==> config.mk <==
export PLATFORM = sky130hd
export DESIGN_NAME = alu_pipe
export DESIGN_NICKNAME = d
export VERILOG_FILES = /design/src/rtl/alu_pipe_pkg.sv /design/src/rtl/alu_pipe_core.sv /design/src/rtl/alu_pipe.sv
export SDC_FILE = /design/constraint.sdc
export NUM_CORES = 1
export LEC_CHECK = 0
export ABC_AREA = 1
export CAP_MARGIN = 10
export CORE_ASPECT_RATIO = 1.25
export CORE_MARGIN = 3
export CORE_UTILIZATION = 48
export DETAILED_ROUTE_END_ITERATION = 16
export GPL_ROUTABILITY_DRIVEN = 1
export GPL_TIMING_DRIVEN = 0
export PLACE_DENSITY_LB_ADDON = 0.12
export SLEW_MARGIN = 20
export SYNTH_ARGS = -nofsm -noshare
export SYNTH_HDL_FRONTEND = slang
export SYNTH_SLANG_ARGS = --single-unit
==> constraint.sdc <==
create_clock -name clk -period 6 [get_ports clk]
set_clock_uncertainty 0.1 [all_clocks]
set_input_delay 1.5 -clock clk [delete_from_list [all_inputs] [get_ports clk]]
set_output_delay 1.5 -clock clk [all_outputs]
set_load 0.02 [all_outputs]
==> src/rtl/alu_pipe_pkg.sv <==
// Shared opcode encodings and the N/Z/V flag bundle for the alu_pipe datapath.
package alu_pipe_pkg;

    typedef enum logic [2:0] {
        OP_ADD = 3'b000,
        OP_SUB = 3'b001,
        OP_AND = 3'b010,
        OP_NOR = 3'b011,
        OP_SLL = 3'b100,
        OP_SRL = 3'b101,
        OP_LHB = 3'b110,
        OP_SRA = 3'b111
    } op_e;

    typedef struct packed {
        logic n;
        logic z;
        logic v;
    } flags_t;

    // Only add/sub drive N and V; every other op leaves them alone.
    function automatic logic is_arith(input op_e op);
        return (op == OP_ADD) || (op == OP_SUB);
    endfunction

endpackage

==> src/rtl/alu_pipe_core.sv <==
// Combinational ALU: op/operands/shamt -> result and signed overflow.
// Define ALU_PIPE_SAT_EN to clamp overflowing add/sub results instead of wrapping.
module alu_pipe_core
    import alu_pipe_pkg::*;
#(
    parameter int WIDTH = 16,
    parameter int SHW   = $clog2(WIDTH)
) (
    input  logic [2:0]       op,
    input  logic [WIDTH-1:0] src1,
    input  logic [WIDTH-1:0] src0,
    input  logic [SHW-1:0]   shamt,
    output logic [WIDTH-1:0] result,
    output logic             ovf
);

    logic [WIDTH-1:0] sum;
    logic [WIDTH-1:0] diff;
    logic             add_ovf;
    logic             sub_ovf;

    assign sum  = src1 + src0;
    assign diff = src1 - src0;

    // The true result of an overflowing add/sub always carries src1's sign.
    assign add_ovf = (src1[WIDTH-1] == src0[WIDTH-1]) && (sum[WIDTH-1]  != src1[WIDTH-1]);
    assign sub_ovf = (src1[WIDTH-1] != src0[WIDTH-1]) && (diff[WIDTH-1] != src1[WIDTH-1]);

`ifdef ALU_PIPE_SAT_EN
    logic [WIDTH-1:0] sat_val;
    assign sat_val = src1[WIDTH-1] ? {1'b1, {(WIDTH-1){1'b0}}} : {1'b0, {(WIDTH-1){1'b1}}};
`endif

    always_comb begin
        result = '0;
        ovf    = 1'b0;
        case (op_e'(op))
            OP_ADD: begin
                ovf = add_ovf;
`ifdef ALU_PIPE_SAT_EN
                result = add_ovf ? sat_val : sum;
`else
                result = sum;
`endif
            end
            OP_SUB: begin
                ovf = sub_ovf;
`ifdef ALU_PIPE_SAT_EN
                result = sub_ovf ? sat_val : diff;
`else
                result = diff;
`endif
            end
            OP_AND: result = src1 & src0;
            OP_NOR: result = ~(src1 | src0);
            OP_SLL: result = src1 << shamt;
            OP_SRL: result = src1 >> shamt;
            OP_SRA: result = $signed(src1) >>> shamt;
            OP_LHB: result = {src1[WIDTH/2-1:0], src0[WIDTH/2-1:0]};
            default: result = '0;
        endcase
    end

endmodule

==> src/rtl/alu_pipe.sv <==
// Two-stage valid/ready ALU pipeline: S1 holds the operation, S2 holds dst and N/Z/V.
// Build option ALU_PIPE_SAT_EN (saturating add/sub) is handled inside alu_pipe_core.
module alu_pipe
    import alu_pipe_pkg::*;
#(
    parameter int WIDTH = 16,
    parameter int SHW   = $clog2(WIDTH)
) (
    input  logic             clk,
    input  logic             rst,
    input  logic             in_valid,
    output logic             in_ready,
    input  logic [2:0]       op,
    input  logic [WIDTH-1:0] src1,
    input  logic [WIDTH-1:0] src0,
    input  logic [SHW-1:0]   shamt,
    input  logic             flag_hold,
    output logic             out_valid,
    input  logic             out_ready,
    output logic [WIDTH-1:0] dst,
    output logic             N,
    output logic             Z,
    output logic             V
);

    logic             s1_valid_q, s1_valid_d;
    logic [2:0]       s1_op_q,    s1_op_d;
    logic [WIDTH-1:0] s1_src1_q,  s1_src1_d;
    logic [WIDTH-1:0] s1_src0_q,  s1_src0_d;
    logic [SHW-1:0]   s1_shamt_q, s1_shamt_d;
    logic             s1_hold_q,  s1_hold_d;

    logic             out_valid_q, out_valid_d;
    logic [WIDTH-1:0] dst_q,       dst_d;
    flags_t           flags_q,     flags_d;

    logic             s2_adv;
    logic             s2_load;
    logic             accept;
    logic [WIDTH-1:0] core_result;
    logic             core_ovf;

    alu_pipe_core #(
        .WIDTH(WIDTH),
        .SHW  (SHW)
    ) u_core (
        .op    (s1_op_q),
        .src1  (s1_src1_q),
        .src0  (s1_src0_q),
        .shamt (s1_shamt_q),
        .result(core_result),
        .ovf   (core_ovf)
    );

    // S2 may take a new value whenever it is empty or being drained this edge.
    assign s2_adv   = ~out_valid_q | out_ready;
    assign s2_load  = s2_adv & s1_valid_q;
    assign in_ready = ~rst & (~s1_valid_q | s2_adv);
    assign accept   = in_valid & in_ready;

    always_comb begin
        s1_valid_d = s1_valid_q;
        s1_op_d    = s1_op_q;
        s1_src1_d  = s1_src1_q;
        s1_src0_d  = s1_src0_q;
        s1_shamt_d = s1_shamt_q;
        s1_hold_d  = s1_hold_q;
        if (accept) begin
            s1_valid_d = 1'b1;
            s1_op_d    = op;
            s1_src1_d  = src1;
            s1_src0_d  = src0;
            s1_shamt_d = shamt;
            s1_hold_d  = flag_hold;
        end else if (s2_adv) begin
            s1_valid_d = 1'b0;
        end
    end

    always_comb begin
        out_valid_d = s2_adv ? s1_valid_q : out_valid_q;
        dst_d       = s2_load ? core_result : dst_q;
        flags_d     = flags_q;
        if (s2_load && !s1_hold_q) begin
            flags_d.z = (core_result == '0);
            if (is_arith(op_e'(s1_op_q))) begin
                flags_d.n = core_result[WIDTH-1];
                flags_d.v = core_ovf;
            end
        end
    end

    always_ff @(posedge clk) begin
        if (rst) begin
            s1_valid_q  <= 1'b0;
            s1_op_q     <= '0;
            s1_src1_q   <= '0;
            s1_src0_q   <= '0;
            s1_shamt_q  <= '0;
            s1_hold_q   <= 1'b0;
            out_valid_q <= 1'b0;
            dst_q       <= '0;
            flags_q     <= '0;
        end else begin
            s1_valid_q  <= s1_valid_d;
            s1_op_q     <= s1_op_d;
            s1_src1_q   <= s1_src1_d;
            s1_src0_q   <= s1_src0_d;
            s1_shamt_q  <= s1_shamt_d;
            s1_hold_q   <= s1_hold_d;
            out_valid_q <= out_valid_d;
            dst_q       <= dst_d;
            flags_q     <= flags_d;
        end
    end

    assign out_valid = out_valid_q;
    assign dst       = dst_q;
    assign N         = flags_q.n;
    assign Z         = flags_q.z;
    assign V         = flags_q.v;

endmodule

==> impl_results.rst, run 1 <==
.. list-table::
   :header-rows: 1

   * - Metric
     - Value
   * - Buffer type at the clock tree root
     - clkbuf_16
   * - Site row count
     - 45
   * - Part of the power in registers
     - 27.9%
   * - Number of endpoints with negative hold slack in the final report
     - 0
   * - Placed insts
     - 1316
   * - Hold buffer count at cts
     - 0
   * - NumNets Final
     - 1256
   * - Total CTS buffers
     - 9
   * - Fmax
     - 0.222 GHz
   * - Post-route DRC
     - 0
   * - Sequential area share after synthesis
     - 19.6%
   * - Routed Antenna Nets
     - 0
   * - IR Drop Worst-Case VDD
     - 0.148 mV
   * - Largest fanout of any net on the critical path
     - 3
   * - Detailed Routing Iterations Pass 1
     - 7
   * - Setup repair after global routing missed its margin
     - false
   * - Wirelength, routed
     - 24400 um
   * - Synthesis warning total
     - 0
   * - First-pass GRT wire length
     - 38500 um
   * - Net switching component of the power
     - 0.659 mW
   * - Final non-filler cell total
     - 1332
   * - Period Utilization, post-route
     - 75.2%
   * - Post-Synthesis Cells
     - 1088
   * - Number of clock sinks seen by CTS
     - 61
   * - Switch share
     - 39.2%
   * - Diode count
     - 0
   * - Pin count of the biggest net entering global routing
     - 12
   * - Comb pwr share
     - 37.5%
   * - Final routed wire length divided by cell count
     - 18.3 um
   * - Number of vias per cell
     - 5.59
   * - WS Path Type
     - in2out
   * - Critical Path End Type
     - primary output
   * - Cell area after placement
     - 7090 sq um
   * - Die ar.
     - 14400 sq um
   * - Latest clock arrival within the worst-skew pair
     - 0.34 ns
   * - Area of the core
     - 12400 sq um
   * - Area used by multi-input combinational logic
     - 4300 sq um
   * - Clock Path Buffers
     - 2
   * - Utilization after layout
     - 59.6%
   * - Clock network fraction of total power
     - 34.6%
   * - Final Hold Slack
     - 0.367 ns
   * - Post-route minimum period
     - 4.51 ns
   * - Setup slack on the worst flop-to-flop path
     - 3.00 ns
   * - Total Routing Usage GR
     - 34.7%
   * - Avg Inst Size Synth
     - 5.74 sq um
   * - Final number of max-transition violations
     - 0
   * - Launching point of the worst reg2reg path
     - s1_src1_q[3]
   * - Class of the most critical hold timing path
     - reg2reg
   * - Leakage power of the design
     - 3.67 nW
   * - Critical R2R Capture
     - Z
   * - Storage cell area
     - 1220 sq um
   * - Areal power density over the cells
     - 227 nW/um^2
   * - Netlist cell types
     - 41
   * - I/O Buffers
     - 64
   * - H-tree levels
     - 3
   * - CP Launch Type
     - primary input
   * - Max_cap viols
     - 0
   * - Sum of overflow across all layers after global routing
     - 0
   * - Synthesized area
     - 6240 sq um
   * - TritonCTS clock tree
     - yes
   * - Worst r2r path cells
     - 17
   * - DRC violation total after the first TritonRoute iteration
     - 813
   * - Die width
     - 108 um
   * - Summed negative setup slack over all endpoints
     - 0 ns
   * - Share of post-route cells with drive strength above 1
     - 6.34%
   * - Die Ht
     - 133 um
   * - Count of vias placed by the detailed router
     - 7443
   * - Synthesized netlist net count
     - 1181
   * - Slew at the pin with the worst max-slew slack
     - 0.853 ns
   * - Post-DP HPWL
     - 19900 um
   * - Worst setup path end
     - in_ready
   * - #FFs+latches synth
     - 61
   * - Internal power
     - 1.02 mW
   * - Gp weighted congestion
     - 1.04
   * - Crit. Startpoint
     - out_ready
   * - Post-CTS Setup Inserts
     - 0
   * - Number of gates resized after cts
     - 0
   * - Initial standard-cell utilization of the core
     - 50.2%
   * - Clk pin slew, worst setup/hold paths
     - 0.06 ns
   * - Critical path arrival
     - 2.91 ns
   * - Req. time, crit path
     - 4.40 ns
   * - Post-route cell area
     - 7410 sq um
   * - Area growth syn-to-layout
     - 18.8%
   * - Via count of the first global-routing pass
     - 7110
   * - Outcome
     - finished clean
   * - Antenna violations before repair
     - 0
   * - Number of filler cells placed in the layout
     - 1262
   * - Setup Viol. Count Final
     - 0
   * - Number of top-level pins
     - 65
   * - Max_slew headroom
     - 43.1%
[power groups by stage]
stage	Combinational (mW)	Clock [mW]	Sequential (mW)
finish	0.630	0.581	0.470
global route	0.700	0.601	0.473
CTS	0.615	0.583	0.469
detailed placement	0.611	0	0.477
global placement	0.610	0	0.477
floorplan	0.400	0	0.477
[synthesized netlist by cell type]
cell type,n,area [sq um]
nand2_1,351,1320
nand3_1,145,726
inv_1,114,428
nor2_1,108,405
dfxtp_1,61,1220
a21oi_1,59,295
ha_1,47,588
o31ai_1,40,300
o21ai_0,37,185
buf_2,22,110
clkbuf_1,19,71.3
inv_2,11,41.3
nand2_2,8,50.1
nand4_1,8,50.1
o211ai_1,7,52.6
nor3_1,5,25.0
xor2_1,5,43.8
o21bai_1,4,30.0
and2_1,3,18.8
buf_6,3,33.8
nand3_2,3,30.0
o21ai_1,3,15.0
or2_2,3,18.8
buf_4,2,15.0
clkbuf_2,2,10.0
fa_1,2,40.0
o21a_1,2,15.0
a211oi_1,1,7.51
a21boi_0,1,7.51
a21oi_2,1,8.76
a22o_1,1,8.76
a22oi_1,1,7.51
buf_1,1,3.75
clkinv_1,1,3.75
inv_4,1,6.26
nand3b_1,1,7.51
nor2_2,1,6.26
nor2_4,1,11.3
nor3_2,1,10.0
o2111ai_1,1,8.76
o22ai_1,1,6.26
[cells by family after synthesis]
family | count (synthesis) | share of synthesized area, %
fa+ha+maj | 49 | 10.1
compound gates | 159 | 15.2
xor+xnor | 5 | 0.702
flops | 61 | 19.6
buf+inv | 176 | 11.6
simple gates | 638 | 42.9
[state kept, by name, indices dropped and copies added (netlist names)]
| name | cells |
|---|---|
| dst | 16 |
| s1_src0_q | 16 |
| s1_src1_q | 16 |
| s1_shamt_q | 4 |
| s1_op_q | 3 |
| N | 1 |
| V | 1 |
| Z | 1 |
| out_valid | 1 |
| s1_hold_q | 1 |
| s1_valid_q | 1 |
[final cells by class]
class	count	area share, %
Buffer	49	3.29
Clock buffer	11	3.27
Clock inverter	5	1.13
Inverter	127	6.46
Multi-Input combinational cell	851	58.0
Sequential cell	61	16.5
Tap cell	164	2.77
Timing Repair Buffer	64	8.64
[layer usage]
layer | track usage, % | wire length (um) | vias to the layer above
met2 | 56.7 | 11200 | 363
li1 | - | - | 3685
met4 | 20.4 | 1580 | 0
met1 | 42.2 | 9700 | 3310
met3 | 6.30 | 1950 | 85
met5 | 0 | 0 | -
[worst min path at each step]
stage	start	endpoint	slack, ns	depth (start not counted)
2_1_floorplan	s1_hold_q	s1_hold_q	0.35	2
6_report	s1_valid_q	out_valid	0.37	2
4_1_cts	s1_valid_q	out_valid	0.37	2
3_5_place_dp	s1_valid_q	out_valid	0.36	2
5_1_grt	s1_valid_q	out_valid	0.38	2
3_3_place_gp	s1_valid_q	out_valid	0.36	2
[cell usage in the layout (no fill, tap or decap), types with 2 or more instances in the layout]
cell type	synthesis	layout
fa_1	2	2
ha_1	47	47
xor2_1	5	5
clkbuf_1	19	20
clkbuf_2	2	2
buf_2	22	22
a21oi_1	59	59
nor3_1	5	5
clkinvlp_4	0	2
nand3_2	3	3
buf_6	3	3
nand3_1	145	145
o211ai_1	7	7
nand2_1	351	351
o21bai_1	4	4
clkbuf_16	0	9
o21ai_1	3	3
o21a_1	2	2
nand4_1	8	8
o21ai_0	37	37
and2_1	3	3
nand2_2	8	8
buf_4	2	2
clkdlybuf4s50_1	0	64
inv_2	11	11
dfxtp_1	61	61
inv_1	114	114
bufinv_16	0	2
or2_2	3	3
nor2_1	108	108
o31ai_1	40	40
[critical path, stage by stage]
cell and delay (ns):
clkdlybuf4s50_1 0.46, inv_1 0.04, nand2_1 0.08, nor2_1 0.05, inv_1 0.06, nand2_1 0.06, inv_1 0.06, clkdlybuf4s50_1 0.60
[through the flow]
stage	power, mW	setup WS [ns]
after floorplan	0.877	2.51
after global placement	1.09	1.51
after detailed placement	1.09	1.49
after CTS	1.67	1.48
after global routing	1.77	1.39
final	1.68	1.49
(Power assumes the default switching activity.)
==> run 2, diff against run 1 <==
==> constraint.sdc (replaced) <==
create_clock -name clk -period 4.4 [get_ports clk]
set_clock_uncertainty 0.1 [all_clocks]
set_input_delay 1.1 -clock clk [delete_from_list [all_inputs] [get_ports clk]]
set_output_delay 1.1 -clock clk [all_outputs]
set_load 0.02 [all_outputs]
==> results of run 2 <==
The final DEF is identical to that of run 1. Status: finished clean.
Among the figures that moved: setup slack after placement 1.49 ns -> 0.688 ns; setup slack after layout 1.49 ns -> 0.689 ns; register-to-register setup slack 3.00 ns -> 1.40 ns; total power 1.68 mW -> 2.29 mW; worst IR drop on VDD 0.148 mV -> 0.201 mV
==> variant 1 (flow settings as in run 1) <==
Build with the macro `ALU_PIPE_SAT_EN` defined.
--- a/src/rtl/alu_pipe_core.sv
+++ b/src/rtl/alu_pipe_core.sv
@@ -1,4 +1,6 @@
 // Combinational ALU: op/operands/shamt -> result and signed overflow.
 // Define ALU_PIPE_SAT_EN to clamp overflowing add/sub results instead of wrapping.
+`define ALU_PIPE_SAT_EN
+
 module alu_pipe_core
     import alu_pipe_pkg::*;
Function: changed (a bounded check fails within 4 cycles, from zero or initial values and one cycle with rst high).
==> variant 1 against run 1 <==
  * Routed wire length is 6.2% higher
  * Hold slack improved by 0.0075 ns
  * Maximum frequency is 1.9% lower
  * Cell count increased by 2.3%
  * Area after synthesis up 2.6%
  * Count of clock-buffer cells in the layout down 2
  * Sequential share of layout area fell by 0.35 points
  * Power rose by 6.2%
  * Sequential cell count unchanged
  * First-iteration DRC count fell by 7.1%
  * Largest cell class unchanged
  * Setup slack got worse by 0.087 ns
  * Cell area grew 2.1%
  * Sequential power barely moved
==> variant 1: results (changes against run 1) <==
The run finished with clean final reports. The footprint of the multi-input gates is 4477 um2 (was 4297 um2), and the placed instance area is 7244 um2 (was 7087 um2). For the worst hold slack, the log shows 0.3748 ns (was 0.3674 ns). The logs give 0.5792 (was 0.5671) for the met2 demand-to-capacity share in global routing and 10.39 mm (was 9.697 mm) for the met1 layer wirelength in the final routing. For the number of vias after detailed routing, the log shows 7747 (was 7443).

The number of global-route vias before repair was 7149 (was 7110); the final-layout fill cell count was 1398 (was 1262). The clock network fraction of design power was 0.332 (was 0.346). The total of buffers placed on input and output ports was 63 (was 64). The stage delay of the slowest cell on the critical path was 0.52 ns (was 0.60 ns); the combinational gate power was 0.722 mW (was 0.630 mW).

The share of cell area taken by flip-flops and latches is 0.1613 (was 0.1647), and the met3 track utilization from global routing is 0.05866 (was 0.06302). Critical path startpoint: rst (was out_ready). The tools report the maximum vdd drop as 0.1469 mV (was 0.1476 mV). The tools report the startpoint of the worst register-to-register path as s1_src1_q[2]$_SDFFE_PP0P_ (was s1_src1_q[3]$_SDFFE_PP0P_).

The number of non-clock inverters works out to 121 (was 127). The tools report the portion of the post-synthesis area used by sequential elements as 0.1907 (was 0.1957). The endpoint with the worst hold slack is Z$_SDFFE_PP0P_ (was out_valid$_SDFFE_PP0N_). The tools report the met2 layer wire length in the routed design as 11.89 mm (was 11.21 mm).

The non-clock buffer share of cell area came out at 0.1165 (was 0.1193). Most frequent cells after synthesis: sky130_fd_sc_hd__nand2_1, sky130_fd_sc_hd__inv_1, sky130_fd_sc_hd__nand3_1 (was sky130_fd_sc_hd__nand2_1, sky130_fd_sc_hd__nand3_1, sky130_fd_sc_hd__inv_1). The post-placement setup slack was 1.379 ns (was 1.488 ns).
[variant 1: cell count changes after synthesis, moves of 5 or more]
cell / change
sky130_fd_sc_hd__buf_2: -7
sky130_fd_sc_hd__clkbuf_1: +13
sky130_fd_sc_hd__inv_2: -6
sky130_fd_sc_hd__nand2_1: +57
sky130_fd_sc_hd__nand2_2: -5
sky130_fd_sc_hd__nand3_1: -35
sky130_fd_sc_hd__nand4_1: +11
sky130_fd_sc_hd__nor2_1: -30
sky130_fd_sc_hd__o21ai_0: +13
[variant 1: cells by family after synthesis]
family                   after synthesis  share of synthesized area
flip-flops                            61                     0.1907
XOR/XNOR                               9                    0.01231
buffers and inverters                175                     0.1102
AO/OA/AOI/OAI                        182                     0.1698
adder cells (fa/ha/maj)               50                     0.1012
AND/OR/NAND/NOR                      638                     0.4158
==> variant 2 (flow settings as in run 1) <==
Without the edit above. `s1_src1_q` no longer has a reset.
--- a/src/rtl/alu_pipe.sv
+++ b/src/rtl/alu_pipe.sv
@@ -95,5 +95,4 @@
             s1_valid_q  <= 1'b0;
             s1_op_q     <= '0;
-            s1_src1_q   <= '0;
             s1_src0_q   <= '0;
             s1_shamt_q  <= '0;
@@ -105,5 +104,4 @@
             s1_valid_q  <= s1_valid_d;
             s1_op_q     <= s1_op_d;
-            s1_src1_q   <= s1_src1_d;
             s1_src0_q   <= s1_src0_d;
             s1_shamt_q  <= s1_shamt_d;
@@ -113,4 +111,8 @@
             flags_q     <= flags_d;
         end
+    end
+
+    always_ff @(posedge clk) begin
+        s1_src1_q <= s1_src1_d;
     end
 
Function: same outputs for any inputs over 4 cycles, from zero or initial values and one cycle with rst high; that may be too few to reach the edited logic, so the function may still have changed.
==> variant 2 against run 1 <==
  * Combinational power down 9.5%
  * Sequential share of layout area up 2.2 points
  * Cell count down 3.2%
  * Cell area down 0.32%
  * Routed wire length down 0.66%
  * Setup slack worse by 0.071 ns
  * Power down 4.8%
  * Sequential cell count unchanged
  * Count of clock-buffer cells in the layout up 2
  * Die area down 0.17%
  * Maximum frequency down 1.6%
  * Critical path depth down 3
  * Area after synthesis down 0.18%
  * Critical path type unchanged
  * Critical endpoint unchanged
  * Largest cell class unchanged
  * Largest power group unchanged
==> variant 2: results (changes against run 1) <==
The number of vias after detailed routing was 7374 (was 7443). The pin slew with the least headroom to its limit is 0.6890 ns (was 0.8528 ns). The final-layout fill cell count was 1298 (was 1262). The mean area per synthesized cell is 5.956 um2 (was 5.736 um2).

The area fraction in compound gates after synthesis came out at 0.1376 (was 0.1520). The count of cells resized by post-cts repair was 0 (unchanged). The run gives 0.9837 mW (was 1.023 mW) as the internal power of the cells. The highest net fanout along the worst path was 8 (was 3); the net count after synthesis was 1139 (was 1181).

Weighted congestion reported at the end of routability-driven placement: 1.034 (was 1.042). The tools report the maximum vdd drop as 0.1414 mV (was 0.1476 mV). For the overall track demand over capacity in global routing, the log shows 0.3392 (was 0.3472). Top post-synthesis cells by area: sky130_fd_sc_hd__nand2_1, sky130_fd_sc_hd__dfxtp_1, sky130_fd_sc_hd__nand3_1 (unchanged). Post-detailed-route via-to-cell ratio: 5.716 (was 5.588). The net total in the final layout was 1214 (was 1256). The share of the synthesized netlist area taken by xor and xnor gates is 0.005624 (was 0.007017), and the placed wire-length estimate after detailed placement is 19.46 mm (was 19.85 mm). Most frequent cells after synthesis: sky130_fd_sc_hd__nand2_1, sky130_fd_sc_hd__nand3_1, sky130_fd_sc_hd__inv_1 (unchanged).

The run gives 6 (was 7) as the count of TritonRoute iterations in the first routing pass. Proportion of layout cells with a drive suffix above 1: 0.05684 (was 0.06336). The post-synthesis adder-cell area fraction works out to 0.1008 (was 0.1006). The run gives 7077 um2 (was 7087 um2) as the placed instance area. The standby leakage power is 3.599 nW (was 3.665 nW), and the number of flops mapped to enable cells by yosys is 16 (was 0).

The run finished with clean final reports. The portion of the post-synthesis area used by sequential elements is 0.2217 (was 0.1957), and the signal arrival time at the worst endpoint is 2.98 ns (was 2.91 ns). The run gives 26 (was 12) as the largest net degree at the start of global routing. The global-route wire length before repair came out at 37.59 mm (was 38.47 mm).
==> variant 2: cell families after synthesis <==
| kind of cell | count (synthesis) |
|---|---|
| AOI/OAI and AO/OA | 147 |
| xor gates and xnor gates | 4 |
| adders and majority gates | 49 |
| buffers and inverters | 171 |
| DFF | 61 |
| and+or+nand+nor | 614 |
==> variant 2: power by group through the flow <==
stage	Clock (mW)	Sequential [mW]	Combinational, mW
2_1_floorplan	0	0.489	0.352
3_3_place_gp	0	0.483	0.552
3_5_place_dp	0	0.484	0.552
4_1_cts	0.556	0.475	0.556
5_1_grt	0.574	0.479	0.626
6_report	0.555	0.476	0.570
==> variant 2: path summary, 6_finish.rpt <==
kind	startpoint	endpoint	slack, ns	cells after the start
min reg2reg	s1_valid_q$_SDFFE_PP0P_	out_valid$_SDFFE_PP0N_	0.37	2
max reg2reg	s1_src1_q[4]$_DFFE_PP_	Z$_SDFFE_PP0P_	2.96	15
min	s1_valid_q$_SDFFE_PP0P_	out_valid$_SDFFE_PP0N_	0.37	2
max	rst	in_ready	1.42	5
==> variant 2: area by class of cell <==
cell class | instances | area [um2] | share of cell area
repair buffers | 64 | 640.6 | 0.08669
well taps | 164 | 205.2 | 0.02777
clock inverters | 3 | 20.02 | 0.002709
inverters | 125 | 471.7 | 0.06383
clock buffers | 13 | 292.8 | 0.03962
flip-flops and latches | 61 | 1381 | 0.1869
plain buffers | 46 | 250.2 | 0.03386
multi-input cells | 814 | 4128 | 0.5586
==> variant 2: routing by layer <==
layer / up-vias / wire length [um] / global-route usage / part of all wire
met5: - / 0 / 0 / 0
met2: 382 / 11230 / 0.5515 / 0.46
met1: 3316 / 9589 / 0.4204 / 0.39
met4: 0 / 1779 / 0.2204 / 0.073
met3: 92 / 1677 / 0.03829 / 0.069
li1: 3584 / - / - / -
==> variant 2: through the flow <==
step                hold WS, ns  power, mW  utilization  worst slack, ns
floorplan                0.3506     0.8409            -            2.512
global placement         0.3648      1.035       0.5686            1.467
detailed placement       0.3657      1.036       0.5687            1.470
CTS                      0.3749      1.587       0.5939            1.456
global route             0.3855      1.679       0.5939            1.397
finish                   0.3684      1.600       0.5939            1.417
==> variant 2: worst max-delay path: stages <==
cell,delay (ns)
sky130_fd_sc_hd__clkdlybuf4s50_1,0.47
sky130_fd_sc_hd__inv_1,0.24
sky130_fd_sc_hd__nand2_1,0.12
sky130_fd_sc_hd__inv_1,0.06
sky130_fd_sc_hd__clkdlybuf4s50_1,0.59
